## src/rtl/reg_file_sb.sv

```systemverilog
// General-purpose register file with two combinational read ports, one write
// port, optional write-to-read bypass and a per-register busy scoreboard.
module reg_file_sb #(
  parameter int DATA_WIDTH = 32,
  parameter int ADDR_WIDTH = 5,
  parameter int BYPASS     = 1,
  parameter int ZERO_REG   = 1
) (
  input  logic                  clock,
  input  logic                  resetN,
  input  logic                  writeEnable,
  input  logic [ADDR_WIDTH-1:0] regWrite,
  input  logic [DATA_WIDTH-1:0] writeData,
  input  logic [ADDR_WIDTH-1:0] regA,
  input  logic [ADDR_WIDTH-1:0] regB,
  output logic [DATA_WIDTH-1:0] resultA,
  output logic [DATA_WIDTH-1:0] resultB,
  input  logic                  issueValid,
  input  logic [ADDR_WIDTH-1:0] issueDest,
  input  logic                  flush,
  output logic                  busyA,
  output logic                  busyB,
  output logic [ADDR_WIDTH:0]   busyCount
);

  localparam int DEPTH = 1 << ADDR_WIDTH;

  logic [DATA_WIDTH-1:0] r_regs [DEPTH];
  logic [DEPTH-1:0]      r_busy;
  logic [ADDR_WIDTH:0]   r_busy_count;

  logic                  w_wr_ok;
  logic                  w_set_ok;
  logic [DEPTH-1:0]      w_busy_nxt;
  logic [ADDR_WIDTH:0]   w_busy_cnt;

  assign w_wr_ok  = writeEnable && !((ZERO_REG != 0) && (regWrite == '0));
  assign w_set_ok = issueValid  && !((ZERO_REG != 0) && (issueDest == '0));

  // Scoreboard update order: writeback clear, then flush, then issue set,
  // so a new producer always wins over the retiring one.
  always_comb begin
    w_busy_nxt = r_busy;
    if (writeEnable) w_busy_nxt[regWrite] = 1'b0;
    if (flush)       w_busy_nxt = '0;
    if (w_set_ok)    w_busy_nxt[issueDest] = 1'b1;
  end

  always_comb begin
    w_busy_cnt = '0;
    for (int i = 0; i < DEPTH; i++) begin
      w_busy_cnt = w_busy_cnt + {{ADDR_WIDTH{1'b0}}, w_busy_nxt[i]};
    end
  end

  always_ff @(posedge clock or negedge resetN) begin
    if (!resetN) begin
      for (int i = 0; i < DEPTH; i++) r_regs[i] <= '0;
      r_busy       <= '0;
      r_busy_count <= '0;
    end else begin
      if (w_wr_ok) r_regs[regWrite] <= writeData;
      r_busy       <= w_busy_nxt;
      r_busy_count <= w_busy_cnt;
    end
  end

  always_comb begin
    resultA = r_regs[regA];
    if ((BYPASS != 0) && w_wr_ok && (regWrite == regA)) resultA = writeData;
    if ((ZERO_REG != 0) && (regA == '0)) resultA = '0;
  end

  always_comb begin
    resultB = r_regs[regB];
    if ((BYPASS != 0) && w_wr_ok && (regWrite == regB)) resultB = writeData;
    if ((ZERO_REG != 0) && (regB == '0)) resultB = '0;
  end

  // A writeback landing this cycle satisfies the hazard only when it is forwarded.
  always_comb begin
    busyA = r_busy[regA] && !((BYPASS != 0) && writeEnable && (regWrite == regA));
    busyB = r_busy[regB] && !((BYPASS != 0) && writeEnable && (regWrite == regB));
    if ((ZERO_REG != 0) && (regA == '0)) busyA = 1'b0;
    if ((ZERO_REG != 0) && (regB == '0)) busyB = 1'b0;
  end

  assign busyCount = r_busy_count;

endmodule

```

## config.mk

```make
export PLATFORM = sky130hd
export DESIGN_NAME = reg_file_sb
export DESIGN_NICKNAME = d
export VERILOG_FILES = /design/src/rtl/reg_file_sb.sv
export SDC_FILE = /design/constraint.sdc
export NUM_CORES = 2
export LEC_CHECK = 0
export ABC_CLOCK_PERIOD_IN_PS = 5350
export CAP_MARGIN = 20
export CORE_ASPECT_RATIO = 1.25
export CORE_UTILIZATION = 43
export CTS_CLUSTER_SIZE = 28
export DETAILED_ROUTE_END_ITERATION = 16
export GPL_TIMING_DRIVEN = 0
export PLACE_DENSITY = 0.66
export SKIP_CTS_REPAIR_TIMING = 1
export SYNTH_ARGS = -nofsm -noshare
export SYNTH_HDL_FRONTEND = slang
export SYNTH_SLANG_ARGS = --single-unit
```

## constraint.sdc

```tcl
create_clock -name clock -period 5.35 [get_ports clock]
set_input_delay 1.07 -clock clock [delete_from_list [all_inputs] [get_ports clock]]
set_output_delay 1.07 -clock clock [all_outputs]
set_load 0.02 [all_outputs]
```

==> impl_results.rst <==
.. list-table::
   :header-rows: 1

   * - Metric
     - Value
   * - Run status
     - finished, violations left
   * - Die span in x
     - about 330 um
   * - Yosys warning count
     - 0
   * - Minimum clock period after layout
     - between 5 and 6 ns
   * - Crit path launch type
     - input port
   * - Overall global routing resource usage
     - 0.395
   * - Maximum clock rate
     - roughly 0.17 GHz
   * - Smallest hold slack
     - 0.246 ns
   * - Largest net degree at the start of global routing
     - 172
   * - Crit end category
     - register
   * - Launching element of the worst setup path
     - regWrite[0]
   * - TritonCTS clock tree
     - done
   * - Critical-path maximum fanout
     - 10
   * - Worst stage delay on the critical path
     - about 0.58 ns
   * - Post-synthesis register bit count
     - approximately 1,100
   * - CTS Sinks
     - 1,062
   * - Number of ports placed on the die boundary
     - about 130
   * - Placeable core region
     - 134,000 sq um
   * - Die Footprint
     - 137,000 sq um
   * - Gate Count Post-Synth
     - roughly 4,000
   * - Top cell type's share of synthesized area
     - 0.455
   * - Final #Nets
     - roughly 4,600
   * - H-Tree Depth
     - 3
   * - Yosys cell types
     - 66
   * - Hpwl dp
     - 196,000 um
   * - Summed instance area of the synthesized netlist
     - ~58,000 sq um
   * - Global placer's final weighted congestion
     - between 1 and 1.5
   * - PwrDens
     - around 370 nW/um^2
   * - Endpoint of the most critical register-to-register path
     - busyCount[4]
   * - Setup WS post-layout
     - -0.511 ns
   * - Leakage dissipation
     - 29.9 nW
   * - Number of antenna violations at the first check in global routing
     - 21
   * - FFs w/ async S/R, synth
     - 1.00
   * - Fraction of layout instances using a drive strength above 1
     - 0.500
   * - Most numerous cell types in the synthesized netlist
     - sky130_fd_sc_hd__mux2_2 (1,064), sky130_fd_sc_hd__dfrtp_1 (1,062), sky130_fd_sc_hd__mux4_2 (441)
   * - Via count of the first global-routing pass
     - 42,845
   * - IR Drop Worst-Case VDD
     - 0.000303 V
   * - Number of failing setup endpoints in the final timing report
     - 38
   * - Final Total Pwr
     - around 0.025 W
   * - WP data arrival
     - ~6.5 ns
   * - TritonRoute pass-1 iters
     - 8
   * - Post-synth EDFFs
     - 0
   * - Endpoints failing hold
     - 0
   * - Starting utilization of the core area
     - 0.435
   * - Total wirelength of the detailed-routed design
     - ~270,000 um
   * - Num rows
     - 150
   * - Most used cell along the critical path
     - sky130_fd_sc_hd__fa_2
   * - Layout overhead on the synthesized area
     - 18.1%
   * - Number of buffers added by the clock tree synthesis step
     - between 100 and 150
   * - # Max-Cap Violations
     - 0
   * - Capture point of the worst path
     - busyCount[4]
   * - # DRC
     - 0
   * - Least-Margin Pin Slew
     - 1.20 ns
   * - Die height
     - 414 um
   * - Crit share post-route
     - 1.10
   * - Total via count after detailed routing
     - between 40,000 and 50,000
   * - WS Path Type
     - in -> reg
   * - First-pass GRT wire length
     - roughly 370,000 um
   * - Setup repair after global routing missed its margin
     - true
   * - Violations in the final reports
     - negative setup slack
   * - Clk Latency, worst-skew pair
     - around 0.75 ns
   * - Detailed-route vias per instance
     - between 7 and 8
   * - Library cell with the highest instance count after synthesis
     - sky130_fd_sc_hd__mux2_2
   * - Maximum buffer depth of the clock tree
     - 3
   * - Data required time of the critical path
     - roughly 6 ns
   * - Clock root cell
     - sky130_fd_sc_hd__clkbuf_16
   * - Final global-route overflow total
     - 0
   * - Port bufs
     - 119
   * - Final setup skew
     - between 0.007 and 0.008 ns
   * - Mapped Avg Cell Area
     - between 10 and 15 sq um
   * - Worst-case headroom to the max-slew limit
     - 0.198
   * - Dominant register cell in the synthesized netlist
     - sky130_fd_sc_hd__dfrtp_1
   * - Worst Hold Class
     - in -> async
   * - Detailed router's first-iteration violation count
     - between 6,000 and 7,000
   * - Clock transition time at the flip-flop clock pins of the worst setup and hold paths
     - 0.06 ns
   * - Synth top area cells
     - sky130_fd_sc_hd__dfrtp_1 (46%), sky130_fd_sc_hd__mux2_2 (21%), sky130_fd_sc_hd__mux4_2 (17%)
   * - Slew Limit Fails
     - 0
   * - Wirelength per Cell
     - 43.5 um
   * - Share of synthesized area occupied by flip-flops and latches
     - 0.455
   * - Worst reg-to-reg setup slack
     - ~0.30 ns
   * - Util after Layout
     - 0.514
   * - Cells along the critical path
     - clkbuf_2, buf_8, buf_4, nand3_4, nor2_4, buf_12, o32ai_2, fa_1, inv_2, fa_2, fa_2, inv_2, fa_2, fa_2, fa_2, ha_4, fa_2, a21o_1, a21oi_2, xnor2_1
   * - Launching point of the worst reg2reg path
     - r_busy[23]
   * - Residual antenna-violating net count after detailed routing
     - 0
   * - Library cell occupying the most area in the post-synthesis netlist
     - sky130_fd_sc_hd__dfrtp_1
   * - Net count after synthesis
     - about 4,200
   * - Cell with the biggest individual delay on the critical path
     - sky130_fd_sc_hd__fa_2
   * - Worst R2R Path Depth
     - 15
-- through the flow --
| stage | instances | worst slack (ns) | setup TNS, ns | cell area [sq um] |
|---|---|---|---|---|
| after floorplan | 4097 | -0.641 | -2.51 | 58700 |
| after global placement | 5964 | -46.03 | - | 62100 |
| after detailed placement | 5998 | -2.39 | -83.00 | 62700 |
| after CTS | 6200 | -1.63 | -79.36 | 66600 |
| after global routing | 6308 | -0.600 | -2.47 | 68900 |
| final | 6316 | -0.511 | -4.28 | 68900 |
-- where the power goes --
| group | internal [W] | switching, W |
|---|---|---|
| clock | 0.00485 | 0.00358 |
| combinational | 0.00313 | 0.00310 |
| sequential | 0.00952 | 0.00115 |
-- layer usage --
metal	global-route usage	part of all wire	vias up
met4	0.312	0.096	10
met5	0	0.00033	-
li1	-	-	16431
met3	0.170	0.14	1145
met2	0.551	0.41	3719
met1	0.477	0.35	23508
-- flip-flops by register name (all words and copies together), names as in the netlist --
name,count
r_regs,1024
r_busy,32
busyCount,6
-- worst min path at each step --
stage,end,slack (ns),cells past startpoint
after floorplan,r_regs[1007],0.44,1
after global placement,r_regs[993],0.45,1
after CTS,busyCount[4],0.29,1
after detailed placement,r_regs[997],0.46,1
after global routing,busyCount[4],0.32,1
final,busyCount[4],0.25,1
-- critical path, delay by kind of cell --
| kind | cells | cell delay, ns |
|---|---|---|
| compound gates | 3 | 0.43 |
| xor+xnor | 1 | 0.13 |
| simple gates | 2 | 0.57 |
| fa+ha+maj | 8 | 3.63 |
| buf+inv | 6 | 0.69 |
-- cell usage in the layout (no fill, tap or decap), drive strengths merged, types with 71 or more instances in the layout --
cell           Yosys  final
mux2            1064   1064
dfrtp           1062   1062
mux4             441    441
buf              241    381
clkbuf           208    368
mux2i            188    188
clkdlybuf4s50      0     86
nand2             81     81
nor2              76     76
a21oi             72     72
o21ai             71     71
-- cells by family (layout without fill, tap and decap cells) --
kind of cell	after synthesis	count (layout)	share of synthesized area
AND/OR/NAND/NOR	349	349	0.0301
other	0	8	0
buffers and inverters	505	968	0.0424
XOR/XNOR	13	13	0.00195
multiplexers	1693	1693	0.407
adder cells (fa/ha/maj)	31	31	0.00973
flip-flops	1062	1062	0.455
AO/OA/AOI/OAI	444	444	0.0533
-- final cells by class --
| type | count | area [sq um] |
|---|---|---|
| flip-flops and latches | 1062 | 26600 |
| well taps | 1748 | 2190 |
| diodes | 8 | 20.0 |
| fillers | 11332 | 65200 |
| clock inverters | 50 | 737 |
| inverters | 56 | 225 |
| plain buffers | 438 | 2880 |
| multi-input cells | 2530 | 30300 |
| repair buffers | 272 | 2870 |
| clock buffers | 152 | 3120 |
No activity file was read; power rests on OpenSTA's default activity.
